===== src/rtl/gmii_frame_mux_if.sv =====
// GMII source/sink bundle for the frame-safe transmit multiplexer.
// Slave side is the mux; master side is whoever drives the sources.
interface gmii_frame_mux_if #(
    parameter int C_NUM_INPUTS = 8,
    parameter int C_SEL_WIDTH  = 8
) ();
    logic [8*C_NUM_INPUTS-1:0] gmii_in_txd;
    logic [C_NUM_INPUTS-1:0]   gmii_in_tx_en;
    logic [C_NUM_INPUTS-1:0]   gmii_in_tx_er;
    logic [C_SEL_WIDTH-1:0]    select;
    logic [7:0]                gmii_out_txd;
    logic                      gmii_out_tx_en;
    logic                      gmii_out_tx_er;
    logic [C_SEL_WIDTH-1:0]    active_sel;
    logic                      switch_pending;
    logic [31:0]               frame_count;
    logic [15:0]               drop_count;

    modport master (
        output gmii_in_txd, gmii_in_tx_en, gmii_in_tx_er, select,
        input  gmii_out_txd, gmii_out_tx_en, gmii_out_tx_er,
        input  active_sel, switch_pending, frame_count, drop_count
    );

    modport slave (
        input  gmii_in_txd, gmii_in_tx_en, gmii_in_tx_er, select,
        output gmii_out_txd, gmii_out_tx_en, gmii_out_tx_er,
        output active_sel, switch_pending, frame_count, drop_count
    );
endinterface


===== src/rtl/gmii_frame_mux.sv =====
// N-input GMII transmit mux that only switches sources between frames,
// inserts an inter-frame gap after each switch and drops partial frames.
module gmii_frame_mux #(
    parameter int C_NUM_INPUTS = 8,
    parameter int C_SEL_WIDTH  = 8,
    parameter int C_MIN_IFG    = 12
) (
    input  logic gtx_clk,
    input  logic gtx_resetn,
    gmii_frame_mux_if.slave bus
);
    localparam logic [1:0] S_IDLE  = 2'd0;
    localparam logic [1:0] S_FRAME = 2'd1;
    localparam logic [1:0] S_GAP   = 2'd2;
    localparam logic [1:0] S_DISC  = 2'd3;

    localparam logic [7:0] GAP_INIT = 8'(C_MIN_IFG - 1);

    logic [C_SEL_WIDTH-1:0]    sel1;
    logic [C_NUM_INPUTS-1:0]   en1;
    logic [C_NUM_INPUTS-1:0]   er1;
    logic [8*C_NUM_INPUTS-1:0] txd1;

    logic [1:0]             state;
    logic [7:0]             gap_cnt;
    logic                   warm;
    logic [C_SEL_WIDTH-1:0] active_sel;
    logic                   pending;
    logic [31:0]            frame_cnt;
    logic [15:0]            drop_cnt;
    logic [7:0]             out_txd;
    logic                   out_en;
    logic                   out_er;

    logic                   src_en;
    logic                   src_er;
    logic [7:0]             src_txd;
    logic                   do_switch;
    logic [C_SEL_WIDTH-1:0] act_nxt;

    // An out-of-range active_sel matches no source and reads as idle.
    always_comb begin
        src_en  = 1'b0;
        src_er  = 1'b0;
        src_txd = 8'h00;
        for (int i = 0; i < C_NUM_INPUTS; i++) begin
            if (active_sel == C_SEL_WIDTH'(i)) begin
                src_en  = en1[i];
                src_er  = er1[i];
                src_txd = txd1[8*i +: 8];
            end
        end
    end

    always_comb begin
        do_switch = (state == S_IDLE) && (sel1 != active_sel);
        act_nxt   = do_switch ? sel1 : active_sel;
    end

    always_ff @(posedge gtx_clk or negedge gtx_resetn) begin
        if (!gtx_resetn) begin
            sel1       <= '0;
            en1        <= '0;
            er1        <= '0;
            txd1       <= '0;
            state      <= S_DISC;
            gap_cnt    <= 8'h00;
            warm       <= 1'b0;
            active_sel <= '0;
            pending    <= 1'b0;
            frame_cnt  <= 32'h0;
            drop_cnt   <= 16'h0;
            out_txd    <= 8'h00;
            out_en     <= 1'b0;
            out_er     <= 1'b0;
        end else begin
            sel1    <= bus.select;
            en1     <= bus.gmii_in_tx_en;
            er1     <= bus.gmii_in_tx_er;
            txd1    <= bus.gmii_in_txd;
            warm    <= 1'b1;
            pending <= (sel1 != act_nxt);
            out_txd <= 8'h00;
            out_en  <= 1'b0;
            out_er  <= 1'b0;
            unique case (state)
                S_IDLE: begin
                    if (do_switch) begin
                        active_sel <= sel1;
                        gap_cnt    <= GAP_INIT;
                        state      <= S_GAP;
                    end else if (src_en) begin
                        state   <= S_FRAME;
                        out_txd <= src_txd;
                        out_en  <= 1'b1;
                        out_er  <= src_er;
                    end
                end
                S_FRAME: begin
                    if (src_en) begin
                        out_txd <= src_txd;
                        out_en  <= 1'b1;
                        out_er  <= src_er;
                    end else begin
                        state     <= S_IDLE;
                        frame_cnt <= frame_cnt + 32'd1;
                    end
                end
                S_GAP: begin
                    if (gap_cnt == 8'h00) begin
                        if (src_en) begin
                            if (drop_cnt != 16'hFFFF)
                                drop_cnt <= drop_cnt + 16'd1;
                            state <= S_DISC;
                        end else begin
                            state <= S_IDLE;
                        end
                    end else begin
                        gap_cnt <= gap_cnt - 8'd1;
                    end
                end
                S_DISC: begin
                    // Stage 1 holds reset values on the first cycle after
                    // release, so wait one cycle before trusting src_en.
                    if (warm && !src_en)
                        state <= S_IDLE;
                end
                default: state <= S_DISC;
            endcase
        end
    end

    assign bus.gmii_out_txd   = out_txd;
    assign bus.gmii_out_tx_en = out_en;
    assign bus.gmii_out_tx_er = out_er;
    assign bus.active_sel     = active_sel;
    assign bus.switch_pending = pending;
    assign bus.frame_count    = frame_cnt;
    assign bus.drop_count     = drop_cnt;
endmodule


===== src/flat_wrapper.sv =====
// flat-port wrapper written by rule: the top's interface ports become plain ports
module gmii_frame_mux_flat 
#(
    parameter int C_NUM_INPUTS = 8,
    parameter int C_SEL_WIDTH  = 8,
    parameter int C_MIN_IFG    = 12
)
  (gtx_clk, gtx_resetn, bus_gmii_in_txd, bus_gmii_in_tx_en, bus_gmii_in_tx_er, bus_select, bus_gmii_out_txd, bus_gmii_out_tx_en, bus_gmii_out_tx_er, bus_active_sel, bus_switch_pending, bus_frame_count, bus_drop_count);
  gmii_frame_mux_if #(.C_NUM_INPUTS(C_NUM_INPUTS), .C_SEL_WIDTH(C_SEL_WIDTH)) bus_i ();
  input  logic gtx_clk;
  input  logic gtx_resetn;
  input wire logic [$bits(bus_i.gmii_in_txd)-1:0] bus_gmii_in_txd;
  input wire logic [$bits(bus_i.gmii_in_tx_en)-1:0] bus_gmii_in_tx_en;
  input wire logic [$bits(bus_i.gmii_in_tx_er)-1:0] bus_gmii_in_tx_er;
  input wire logic [$bits(bus_i.select)-1:0] bus_select;
  output wire logic [$bits(bus_i.gmii_out_txd)-1:0] bus_gmii_out_txd;
  output wire logic [$bits(bus_i.gmii_out_tx_en)-1:0] bus_gmii_out_tx_en;
  output wire logic [$bits(bus_i.gmii_out_tx_er)-1:0] bus_gmii_out_tx_er;
  output wire logic [$bits(bus_i.active_sel)-1:0] bus_active_sel;
  output wire logic [$bits(bus_i.switch_pending)-1:0] bus_switch_pending;
  output wire logic [$bits(bus_i.frame_count)-1:0] bus_frame_count;
  output wire logic [$bits(bus_i.drop_count)-1:0] bus_drop_count;
  assign bus_i.gmii_in_txd = bus_gmii_in_txd;
  assign bus_i.gmii_in_tx_en = bus_gmii_in_tx_en;
  assign bus_i.gmii_in_tx_er = bus_gmii_in_tx_er;
  assign bus_i.select = bus_select;
  assign bus_gmii_out_txd = bus_i.gmii_out_txd;
  assign bus_gmii_out_tx_en = bus_i.gmii_out_tx_en;
  assign bus_gmii_out_tx_er = bus_i.gmii_out_tx_er;
  assign bus_active_sel = bus_i.active_sel;
  assign bus_switch_pending = bus_i.switch_pending;
  assign bus_frame_count = bus_i.frame_count;
  assign bus_drop_count = bus_i.drop_count;
  gmii_frame_mux #(.C_NUM_INPUTS(C_NUM_INPUTS), .C_SEL_WIDTH(C_SEL_WIDTH), .C_MIN_IFG(C_MIN_IFG)) u_core (.gtx_clk(gtx_clk), .gtx_resetn(gtx_resetn), .bus(bus_i));
endmodule

===== config.mk =====
export PLATFORM = sky130hd
export DESIGN_NAME = gmii_frame_mux_flat
export DESIGN_NICKNAME = d
export VERILOG_FILES = /design/src/rtl/gmii_frame_mux_if.sv /design/src/rtl/gmii_frame_mux.sv /design/src/flat_wrapper.sv
export SDC_FILE = /design/constraint.sdc
export NUM_CORES = 1
export LEC_CHECK = 0
export CORE_MARGIN = 5
export CORE_UTILIZATION = 53
export DETAILED_ROUTE_END_ITERATION = 8
export GPL_TIMING_DRIVEN = 0
export PLACE_DENSITY_LB_ADDON = 0.05
export SETUP_SLACK_MARGIN = 0.5
export SYNTH_ARGS = -nofsm -noshare
export SYNTH_HDL_FRONTEND = slang
export SYNTH_SLANG_ARGS = --single-unit

===== constraint.sdc =====
create_clock -name gtx_clk -period 4.6 [get_ports gtx_clk]
set_input_delay 1.15 -clock gtx_clk [delete_from_list [all_inputs] [get_ports gtx_clk]]
set_output_delay 1.15 -clock gtx_clk [all_outputs]
set_load 0.05 [all_outputs]

## Yosys cells after proc, flatten, opt, wreduce, memory -nomap -nowiden

Index checks and enable logic that the tools add are counted.

| word-level totals | value |
|---|---|
| bits in registers | 166 |
| input bits | 90 |
| word-level logic and storage cells | 92 |

| cells by class | value |
|---|---|
| add/sub/neg operators | 3 |
| equality and inequality tests | 19 |
| multiplexer cells | 44 |
| bitwise operators | 1 |
| reduce and logical (&&, ||, !) cells | 11 |

Operator list:

| cell | count |
|---|---|
| 8-bit 2-to-1 mux | 13 |
| 32-bit by 1-bit adder with 32-bit output (second input constant) | 1 |
| 8-bit by 3-bit equality test with 1-bit output (second input constant) | 4 |
| 8-bit one-hot mux with 2 select lines | 2 |
| 1-bit 2-to-1 mux | 20 |
| 16-bit by 1-bit adder with 16-bit output (second input constant) | 1 |
| 8-bit by 2-bit equality test with 1-bit output (second input constant) | 2 |
| 8-bit logical NOT | 2 |
| 16-bit inequality test (second input constant) | 1 |
| 8-bit inequality test | 2 |
| 2-bit 2-to-1 mux | 6 |
| 8-bit by 1-bit equality test with 1-bit output (second input constant) | 1 |
| 2-bit one-hot mux with 4 select lines | 1 |
| 4-bit AND reduction | 2 |
| 8-bit by 1-bit subtractor with 8-bit output (second input constant) | 1 |
| 2-bit by 1-bit inequality test with 1-bit output (second input constant) | 3 |
| 2-bit equality test (second input constant) | 2 |
| 2-bit inequality test (second input constant) | 2 |
| 1-bit one-hot mux with 2 select lines | 2 |
| 3-bit by 1-bit inequality test with 1-bit output (second input constant) | 1 |
| 3-bit AND reduction | 1 |
| 2-bit by 1-bit equality test with 1-bit output (second input constant) | 1 |
| 1-bit logical AND | 2 |
| 2-bit logical NOT | 1 |
| other kinds (4) | 4 |

## Longest topological paths before layout

Gate-level depths: netlist of run 1.

| logic depth | value |
|---|---|
| depth in word-level cells | 13 |
| gate-level depth with buffers | 8 |
| mapped depth without buffers | 7 |

## Worst setup path before layout of run 1

Ideal clock, no wire load.

| timing | value |
|---|---|
| path type | reg2reg |
| from | register u_core.active_sel[0], in the netlist u_core.bus.active_sel[0] |
| to | register u_core.frame_cnt[12], in the netlist u_core.bus.frame_count[12] |
| library setup time | 148 ps |
| arrival | 2126 ps |
| path slack | 2326 ps |
| cell stages (with the launch flop) | 9 |
| cell sequence | dfrtp_1 buf_6 or2b_1 o22ai_2 a2111oi_2 buf_2 buf_2 nor3_1 xor2_1 |

| on the way | value |
|---|---|
| longest elaborated chain between the ends | 11 |
| elaborated cells on any way between the ends | 18 |
| classes of those cells | eq/ne (7); mux (8); bitwise (1); reduce/logical (2) |

Ends and longest elaborated chain:

| item | RTL line | text |
|---|---|---|
| start, declared | gmii_frame_mux.sv:27 | `logic [C_SEL_WIDTH-1:0] active_sel;` |
| start signal, assigned | gmii_frame_mux.sv:89 | `active_sel <= sel1;` |
| 8-bit logical NOT | gmii_frame_mux.sv:47 | `if (active_sel == C_SEL_WIDTH'(i)) begin` |
| 1-bit 2-to-1 mux (7 in series) | gmii_frame_mux.sv:47 |  |
| 1-bit 2-to-1 mux (*) | gmii_frame_mux.sv:47 |  |
| 1-bit inverter (no source line) (*) | - |  |
| 2-bit AND reduction (no source line) (*) | - |  |
| end signal, assigned | gmii_frame_mux.sv:106 | `frame_cnt <= frame_cnt + 32'd1;` |
| end, declared | gmii_frame_mux.sv:29 | `logic [31:0] frame_cnt;` |

Mark *: on every way between the ends. The rest lies on a longest branch, timed or not.
A chain may end at the register's enable or synchronous reset.

## Worst setup path after layout of run 1

| timing | value |
|---|---|
| from | register u_core.active_sel[0], in the netlist u_core.bus.active_sel[0] |
| to | output bus_active_sel[0] |

RTL lines:

| item | RTL line | text |
|---|---|---|
| end, declared | flat_wrapper.sv:19 | `output wire logic [$bits(bus_i.active_sel)-1:0] bus_active_sel;` |

No word-level cell between the ends.

==> results_dict.tcl, run 1 <==
set metrics [dict create \
    async_reset_ff_share_pct 100 \
    synth_area_um2 6510 \
    path_delay_family "buffers and inverters" \
    fp.dieH_um 121 \
    reg2reg_depth 6 \
    dp_worst_setup_slack_ps 2120 \
    p_comb_share_pct 24.8 \
    synthTopCellsByArea "dfrtp_1 63%, xor2_1 5.5%, mux4_2 3.1%, nor3_1 2.5%, mux2_2 2.4%" \
    wl_per_cell_um 17.4 \
    finalSetupViolations 0 \
    seqCellArea_um2 4160 \
    cp_num_buf_inv 1 \
    multi_input_area_um2 2220 \
    firstDrtPassIters 4 \
    cp-start-kind "flop" \
    fill_cells 783 \
    hp-class "flop to flop" \
    worst-slew-pin-transition_ps 956 \
    vias_per_cell 5.45 \
    ys.flop_type "dfrtp_1" \
    io_buffers 156 \
    synth_top_area_cell "dfrtp_1" \
    die_x_um 121 \
    yosys_register_bits 166 \
    p_leak_nw 3.92 \
    gp_congestion 0.845 \
    cts_root_buf "clkbuf_16" \
    power_mw 4.07 \
    yosysWarnings 0 \
    clk_latency_ps 420 \
    peakVddDrop_v 0.000281 \
    cts_htree_levels 4 \
    syn_inst 496 \
    totalWireLength_um 14500 \
    track_usage_pct 21.3 \
    yosysSeqAreaShare_pct 63.8 \
    final_layout_size_suffix_gt1_share_pct 10.9 \
    hold-path-endpoint "u_core.bus.frame_count[31]$_DFFE_PN0P_" \
    fin_crit_ps 2910 \
    grt_pass1_wl_um 24100 \
    drt_iter0_drc 342 \
    cts_sinks 166 \
    area_growth_pct 36.1 \
    regToRegSetupSlack_ps 2310 \
    power.internal_mw 2.84 \
    numCtsBuffers 17 \
    ios 157 \
    synth_area_per_cell_um2 13.1 \
    p_sw_share_pct 30.3 \
    vias 4538 \
    p_switching_mw 1.23 \
    place_hpwl_um 10300 \
    tns_ps 0 \
    synth_edf_count 0 \
    rows 40 \
    fin_nets 765 \
    dieArea_um2 14600 \
    fin_worst_skew_ps 7.59 \
    ctsResizeCount 0 \
    fmax_mhz 343 \
    slowest_stage "clkdlybuf4s50_1" \
    path_class "flop to output port" \
    antenna_found_initial 0 \
    fin_crit_sh_pct 63.4 \
    required_ps 3450 \
    finalHoldViolations 0 \
    setup_slack_ps 1690 \
    outcome "finished clean" \
    instances_no_fill 832 \
    end_kind "output port" \
    yosysTopAreaCellShare_pct 63.0 \
    diodes 0 \
    arrival_ps 1760 \
    p_per_area_nw_per_um2 459 \
    first_global_vias 4808 \
    grt_max_degree 106 \
    slowest_delay_ps 860 \
    power.share.sequential_pct 41.1 \
    r2r-end "u_core.bus.drop_count[8]$_DFFE_PN0P_" \
    yosysUniqueCellTypes 54 \
    crit_fanout 6 \
    grt_overflow 0 \
    min_from "u_core.bus.frame_count[31]$_DFFE_PN0P_" \
    syn_nets 589 \
    rsz0062_at_grt "false" \
    p_clk_share_pct 34.1 \
    cts.path.max_buffers 2 \
    core-area_um2 12000 \
    initial_core_util_pct 54.2 \
    r2r_start "u_core.gap_cnt[4]$_DFFE_PN0P_" \
    slew_violations 0 \
    path_cells "clkdlybuf4s50_1" \
    cts.reportedPaths.clkPinSlew_ps 70 \
    placed_cells 800 \
    hold_path_depth 1 \
    max_cap_viol_count 0 \
    drt_drc_violations_left 0 \
    cts_setup_buffers 0 \
    antenna_left 0 \
    ctsHoldBuffers 0 \
    slew_headroom_pct 36.3 \
    cts_tree "yes" \
]
==> kinds of logic (layout without fill, tap and decap cells) <==
group / count (synthesis) / in the layout / share of synthesized area, %
AND/OR/NAND/NOR: 159 / 159 / 13.3
XOR/XNOR: 55 / 55 / 7.40
multiplexers: 32 / 32 / 6.92
AO/OA/AOI/OAI: 52 / 52 / 5.86
buffers and inverters: 28 / 217 / 2.04
adder cells (fa/ha/maj): 3 / 3 / 0.577
other: 1 / 1 / 0.0576
flip-flops: 166 / 166 / 63.8
==> how the worst max path moves through the flow <==
stage                                           startpoint                                endpoint  slack [ps]  cells past startpoint
CTS                 u_core.bus.frame_count[12]$_DFFE_PN0P_                     bus_frame_count[12]        1650                      1
floorplan             u_core.bus.active_sel[0]$_DFFE_PN0P_  u_core.bus.frame_count[12]$_DFFE_PN0P_        2330                      8
global placement                                gtx_resetn               u_core.txd1[23]$_DFF_PN0_       -3980                      1
finish                u_core.bus.active_sel[0]$_DFFE_PN0P_                       bus_active_sel[0]        1690                      1
detailed placement  u_core.bus.frame_count[12]$_DFFE_PN0P_                     bus_frame_count[12]        2120                      1
global route        u_core.bus.frame_count[12]$_DFFE_PN0P_                     bus_frame_count[12]        1600                      1
==> final cells by class <==
cell class | instances | share of cell area, %
sequential | 166 | 46.9
multi-input combinational | 302 | 25.1
timing repair buffer | 157 | 17.9
clock buffer | 19 | 4.88
tap | 147 | 2.07
clock inverter | 13 | 1.65
buffer | 19 | 1.12
inverter | 9 | 0.381
==> stage by stage <==
stage          instance area, um^2  hold WS [ps]  utilization (%)
4_1_cts                       8860           470             73.8
3_3_place_gp                  8260           459             68.7
3_5_place_dp                  8290           466             69.0
6_report                      8860           470             73.8
5_1_grt                       8860           475             73.8
2_1_floorplan                 6510           502                -
==> placed cells by master, fill, tap and decap left out, types with 8 or more instances in the layout <==
| master | count |
|---|---|
| clkdlybuf4s50_1 | 155 |
| inv_1 | 9 |
| nor3_1 | 33 |
| nand4_1 | 17 |
| xnor2_1 | 14 |
| xor2_1 | 41 |
| nor4_1 | 15 |
| mux4_2 | 9 |
| o22ai_1 | 10 |
| dfrtp_1 | 164 |
| nand2_1 | 29 |
| mux2_2 | 14 |
| o21ai_0 | 14 |
| clkbuf_1 | 8 |
| clkbuf_16 | 17 |
| mux2i_1 | 9 |
| nand3_1 | 18 |
| nor2_1 | 14 |
==> per-layer routing <==
metal	track usage [%]	wire length, um	share of wire (%)	vias to the layer above
met1	27.2	5990	41	2229
met2	34.8	7300	50	152
met3	6.78	1000	6.9	15
met4	6.94	172	1.2	0
met5	0	0	0	-
li1	-	-	-	2142
==> flip-flops by register name, indices dropped and copies added, names as in the netlist <==
register / cells
u_core.bus.frame_count: 32
u_core.bus.switch_pending: 1
u_core.state: 2
u_core.bus.gmii_out_tx_en: 1
u_core.sel1: 8
u_core.gap_cnt: 8
u_core.bus.active_sel: 8
u_core.bus.gmii_out_tx_er: 1
u_core.er1: 8
u_core.en1: 8
u_core.bus.gmii_out_txd: 8
u_core.warm: 1
u_core.bus.drop_count: 16
u_core.txd1: 64
==> synthesized netlist by cell type, types with 9 or more instances <==
cell type and instances:
nand4_1 17, nor4_1 15, mux4_2 9, nand3_1 18, o21ai_0 14, inv_1 9, mux2i_1 9, xnor2_1 14
o22ai_1 10, nor3_1 33, dfrtp_1 164, mux2_2 14, nand2_1 29, xor2_1 41, nor2_1 14
==> power groups by stage <==
stage / sequential, mW / combinational (mW) / clock, mW
global placement: 1.69 / 0.999 / 0
CTS: 1.67 / 1.03 / 1.40
finish: 1.67 / 1.01 / 1.39
floorplan: 1.81 / 0.549 / 0
detailed placement: 1.70 / 1.02 / 0
global route: 1.69 / 1.10 / 1.48
Power figures use the tool's default switching activity.
==> inputs of run 2 (changes only) <==
--- a/config.mk
+++ b/config.mk
@@ -6,7 +6,7 @@
 export NUM_CORES = 1
 export LEC_CHECK = 0
 export CORE_MARGIN = 5
-export CORE_UTILIZATION = 53
+export CORE_UTILIZATION = 45
 export DETAILED_ROUTE_END_ITERATION = 8
 export GPL_TIMING_DRIVEN = 0
 export PLACE_DENSITY_LB_ADDON = 0.05
==> constraint.sdc (replaced) <==
create_clock -name gtx_clk -period 2.45 [get_ports gtx_clk]
set_input_delay 0.6125 -clock gtx_clk [delete_from_list [all_inputs] [get_ports gtx_clk]]
set_output_delay 0.6125 -clock gtx_clk [all_outputs]
set_load 0.05 [all_outputs]
==> run 2 against run 1 <==
Against the previous run:
- via count up 7.4%
- hold slack worse by 380 ps
- core utilization down 2.4 points
- register-to-register slack worse by 1900 ps
- sequential share of layout area down 6.0 points
- count of clock-buffer cells in the layout unchanged
- sequential cell count unchanged
- global-route usage down 0.91 points
- non-clock buffer count up 50
- clock skew up 2.7 ps
==> results_dict.tcl, run 2 (synthesis gave the netlist of run 1 again) <==
set metrics [dict create \
    fin_util_pct 71.4 \
    antenna_found_initial 0 \
    grt_pass1_wl_um 26500 \
    r2r-end "u_core.bus.frame_count[24]$_DFFE_PN0P_" \
    cp-startpoint "u_core.bus.active_sel[1]$_DFFE_PN0P_" \
    firstDrtPassIters 4 \
    vias_per_cell 5.30 \
    largest_register_ffs 64 \
    cts.path.max_buffers 2 \
    slew_violations 0 \
    path_class "flop to flop" \
    antenna_left 0 \
    fmax_mhz 485 \
    ios 157 \
    grt_max_degree 113 \
    core-area_um2 14400 \
    finalHoldViolations 0 \
    cp-start-kind "flop" \
    postLayoutCellArea_um2 10300 \
    rsz0062_at_grt "true" \
    finalSetupViolations 0 \
    dieArea_um2 17000 \
    rows 44 \
    slew_headroom_pct 60.2 \
    fin_crit_sh_pct 84.1 \
    hp-class "input port to async pin" \
    wirelength_met1_um 7000 \
    diodes 0 \
    final_layout_size_suffix_gt1_share_pct 39.7 \
    gp_congestion 0.781 \
    clk_latency_ps 420 \
    fin_worst_skew_ps 10.3 \
    cts_sinks 166 \
    initial_core_util_pct 45.3 \
    die_x_um 130 \
    place_hpwl_um 10700 \
    tns_ps 0 \
    p_per_area_nw_per_um2 804 \
    track_usage_pct 20.4 \
    totalWireLength_um 17100 \
    final_cell_mix "136 x dfrtp_1, 88 x clkdlybuf4s50_1, 41 x xor2_1" \
    power_mw 8.26 \
    top_layer "met4" \
    setup_slack_ps 389 \
    cts_tree "yes" \
    r2r_start "u_core.bus.active_sel[1]$_DFFE_PN0P_" \
    reg2reg_depth 7 \
    wl_met3_um 1150 \
    cts_htree_levels 4 \
    seqCellArea_um2 4190 \
    wl_per_cell_um 18.5 \
    peakVddDrop_v 0.000521 \
    first_global_vias 5043 \
    drt_drc_violations_left 0 \
    crit_fanout 10 \
    regToRegSetupSlack_ps 390 \
    grt_overflow 0 \
    fin_crit_ps 2060 \
    multi_input_area_um2 3010 \
    max_flop_register "u_core.txd1" \
    cts.reportedPaths.clkPinSlew_ps 70 \
    p_leak_nw 4.50 \
    dp_worst_setup_slack_ps 151 \
    worst-slew-pin-transition_ps 598 \
    io_buffers 156 \
    numCtsBuffers 17 \
    drt_iter0_drc 298 \
    area_growth_pct 57.6 \
    fill_cells 968 \
    max_cap_viol_count 0 \
    cts_root_buf "clkbuf_16" \
    layout_commonest_cell "dfrtp_1" \
    arrival_ps 2370 \
    required_ps 2760 \
    fin_nets 816 \
    fp.dieH_um 130 \
    dr_wl_met2_um 8610 \
    outcome "finished clean" \
    dpl_cell_area_um2 8490 \
    end_kind "flop" \
    vias 4872 \
]
[run 2: cell types whose count changed in the layout (fill, tap and decap cells not counted), moves of 10 or more]
cell	change
clkdlybuf4s50_1	-67
buf_4	+39
clkdlybuf4s15_2	+37
nor3_1	-29
dfrtp_1	-28
dfrtp_2	+28
clkbuf_2	+19
nor3_2	+18
nor4_1	-15
nor4_4	+14
nor3_4	+11
mux2_2	-10
mux2_4	+10
[run 2: final cells by class]
type | instances | share of cell area [%]
flip-flops and latches | 166 | 40.8
multi-input cells | 303 | 29.3
repair buffers | 207 | 20.0
clock buffers | 19 | 4.32
well taps | 184 | 2.24
plain buffers | 19 | 1.76
clock inverters | 13 | 1.22
inverters | 9 | 0.329
[run 2: worst max-delay path by stage]
stage	end	slack (ps)	cells after the start
after floorplan	u_core.bus.drop_count[9]$_DFFE_PN0P_	450	7
after global placement	u_core.bus.active_sel[0]$_DFFE_PN0P_	-6320	1
after detailed placement	u_core.bus.frame_count[8]$_DFFE_PN0P_	150	5
after CTS	u_core.bus.frame_count[29]$_DFFE_PN0P_	330	8
after global routing	u_core.bus.frame_count[24]$_DFFE_PN0P_	300	7
final	u_core.bus.frame_count[24]$_DFFE_PN0P_	390	7
[run 2: metrics by stage]
stage / hold WS [ps] / std cells
detailed placement: 461 / 837
global route: 116 / 920
finish: 92.8 / 920
floorplan: 317 / 496
global placement: 460 / 836
CTS: 97.5 / 893
[run 2: power by group]
group	switching, mW	internal [mW]
Sequential	0.231	2.96
Clock	1.11	1.44
Combinational	1.27	1.23
[run 2: critical path, stage by stage (launching register included)]
cell	delay [ps]
dfrtp_2	420
buf_8	140
buf_6	120
a2111oi_4	390
a2111o_1	260
buf_6	190
nand3_1	140
xnor2_1	280
[run 2: per-layer routing]
layer / global-route usage (%) / vias to the layer above
met5: 0 / -
met4: 7.27 / 0
met3: 6.10 / 27
met2: 32.7 / 169
met1: 26.6 / 2424
li1: - / 2252
[run 2: what timing repair did]
action,in CTS,in global routing
hold buffers,0,0
buffers inserted,20,26
resized for setup,231,114
pin swaps,9,39
gates cloned,4,1
endpoints found under the setup margin,141,97
==> inputs of run 3 (changes only) <==
==> constraint.sdc (replaced) <==
create_clock -name gtx_clk -period 1.8 [get_ports gtx_clk]
set_input_delay 0.45 -clock gtx_clk [delete_from_list [all_inputs] [get_ports gtx_clk]]
set_output_delay 0.45 -clock gtx_clk [all_outputs]
set_load 0.05 [all_outputs]
==> run 3 against run 2 <==
Against the previous run:
- the flow now finishes with violations (hold timing, setup timing)
- setup slack got worse by 680 ps
- global-route usage increased by 0.51 points
- hold slack got worse by 210 ps
- total power increased by 37%
- first-iteration DRC count decreased by 15%
- clock power increased by 38%
- core utilization increased by 1.5 points
- sequential share of layout area decreased by 0.71 points
- design area increased by 2.2%
- non-clock buffer count increased by 7
- largest cell class unchanged
==> results_dict.tcl, run 3 (synthesis gave the netlist of run 1 again) <==
set metrics [dict create \
    outcome "finished with violations" \
    violations "hold timing, setup timing" \
    required_ps 2090 \
    peakVddDrop_v 0.000709 \
    p_leak_nw 4.65 \
    io_buffers 156 \
    crit_top_cell "buf_12" \
    path_cells "buf_12, or2b_1, o22ai_4, a2111o_1, buf_12, nand2_4, mux2_4" \
    slew_violations 0 \
    max_cap_viol_count 0 \
    cts_tree "yes" \
    cts_sinks 166 \
    hold_ws_ps -113 \
    wl_per_cell_um 18.6 \
    initial_core_util_pct 45.3 \
    instances_no_fill 927 \
    rsz0062_at_grt "true" \
    arrival_ps 2380 \
    hp-class "input port to async pin" \
    power_mw 11.3 \
    vias_per_cell 5.29 \
    finalHoldViolations 34 \
    cp_num_buf_inv 2 \
    area_growth_pct 61.0 \
    drt_drc_violations_left 0 \
    max_flop_register "u_core.txd1" \
    grt_max_degree 133 \
    r2r-end "u_core.bus.frame_count[1]$_DFFE_PN0P_" \
    core-area_um2 14400 \
    slowest_stage "dfrtp_2" \
    grt_overflow 0 \
    fp.dieH_um 130 \
    final_layout_size_suffix_gt1_share_pct 42.7 \
    dieArea_um2 17000 \
    p_clk_share_pct 31.2 \
    placed_cells 837 \
    r2r_start "u_core.bus.active_sel[0]$_DFFE_PN0P_" \
    fin_crit_sh_pct 116 \
    fill_cells 956 \
    p_per_area_nw_per_um2 1080 \
    vias 4908 \
    firstDrtPassIters 4 \
    clk_latency_ps 420 \
    slowest_delay_ps 500 \
    fin_worst_skew_ps 9.76 \
    p_comb_share_pct 29.6 \
    gp_congestion 0.798 \
    totalWireLength_um 17200 \
    fin_nets 823 \
    final_cell_mix "123 x dfrtp_1, 88 x clkdlybuf4s50_1, 44 x buf_4" \
    fin_crit_ps 2090 \
    crit_fanout 10 \
    power.internal_mw 7.75 \
    rows 44 \
    first_global_vias 5192 \
    cts_root_buf "clkbuf_16" \
    largest_register_ffs 64 \
    cts_htree_levels 4 \
    end_kind "flop" \
    ios 157 \
    layout_commonest_cell "dfrtp_1" \
    setup_slack_ps -286 \
    regToRegSetupSlack_ps -290 \
    numCtsBuffers 17 \
    die_x_um 130 \
    place_hpwl_um 11000 \
    path_class "flop to flop" \
    track_usage_pct 20.9 \
    diodes 0 \
    reg2reg_depth 7 \
    grt_pass1_wl_um 27200 \
    cts.path.max_buffers 2 \
    worst-slew-pin-transition_ps 688 \
    cts.reportedPaths.clkPinSlew_ps 60 \
    p_sw_share_pct 31.4 \
    cp-start-kind "flop" \
    path_delay_family "flip-flops" \
    power.share.sequential_pct 39.2 \
    finalSetupViolations 75 \
    p_switching_mw 3.54 \
    antenna_found_initial 0 \
    drt_iter0_drc 252 \
    fmax_mhz 479 \
    slew_headroom_pct 54.1 \
    antenna_left 0 \
]
## run 3: changes by cell type in the layout (fill, tap and decap cells not counted), moves of 13 or more
cell             previous run  this run
clkdlybuf4s15_2            37         0
buf_8                       7        42
buf_6                       8        42
clkbuf_2                   19         1
dfrtp_1                   136       123
dfrtp_2                    28        41
## run 3: cell type report
| type | count | area [um^2] | share of cell area (%) |
|---|---|---|---|
| flip-flops and latches | 166 | 4210 | 40.1 |
| inverters | 9 | 33.8 | 0.322 |
| well taps | 184 | 230 | 2.20 |
| clock inverters | 14 | 148 | 1.41 |
| repair buffers | 214 | 2340 | 22.3 |
| plain buffers | 19 | 194 | 1.85 |
| clock buffers | 18 | 429 | 4.09 |
| multi-input cells | 303 | 2900 | 27.7 |
## run 3: timing repair
item	in CTS	in global routing
hold endpoints to repair	34	34
endpoints found under the setup margin	144	144
gates cloned	2	0
resized for setup	572	55
setup buffers	44	12
pin swaps	25	5
## run 3: worst max-delay path by stage
stage,cells after the start,startpoint,to,slack (ps)
floorplan,6,u_core.bus.active_sel[0]$_DFFE_PN0P_,u_core.bus.drop_count[1]$_DFFE_PN0P_,-170
global placement,1,gtx_resetn,u_core.bus.active_sel[1]$_DFFE_PN0P_,-6780
detailed placement,6,u_core.bus.active_sel[0]$_DFFE_PN0P_,u_core.bus.gmii_out_txd[0]$_DFF_PN0_,-440
CTS,7,u_core.bus.active_sel[0]$_DFFE_PN0P_,u_core.bus.frame_count[1]$_DFFE_PN0P_,-270
global route,7,u_core.bus.active_sel[0]$_DFFE_PN0P_,u_core.bus.frame_count[1]$_DFFE_PN0P_,-350
finish,7,u_core.bus.active_sel[0]$_DFFE_PN0P_,u_core.bus.frame_count[1]$_DFFE_PN0P_,-290
## run 3: per-layer routing
layer	vias up	wire length [um]	track usage, %
met5	-	0	0
met4	0	126	5.38
met3	12	1210	6.63
met2	159	8990	34.5
met1	2476	6910	27.1
li1	2261	-	-
## run 3: power by group through the flow
| stage | clock network [mW] | registers, mW | logic, mW |
|---|---|---|---|
| floorplan | 0 | 4.65 | 1.52 |
| global placement | 0 | 4.36 | 2.69 |
| detailed placement | 0 | 4.37 | 2.76 |
| CTS | 3.59 | 4.38 | 3.27 |
| global route | 3.74 | 4.46 | 3.59 |
| finish | 3.53 | 4.42 | 3.34 |
## run 3: per-stage QoR
step	worst slack, ps	util, %	setup TNS, ps	area (um^2)	hold WS, ps
after floorplan	-170	-	-8090	6810	154
after global placement	-6780	59.8	-1058580	8600	457
after detailed placement	-436	60.1	-21450	8630	336
after CTS	-266	70.9	-12420	10200	-114
after global routing	-352	73.0	-19020	10500	-98.6
final	-286	73.0	-12740	10500	-113
## run 3: worst register-to-register path: cells and delay by family, from the launching register on
kind	cells	cell delay [ps]
buf+inv	2	370
simple gates	2	320
compound gates	2	490
flops	1	500
mux	1	290
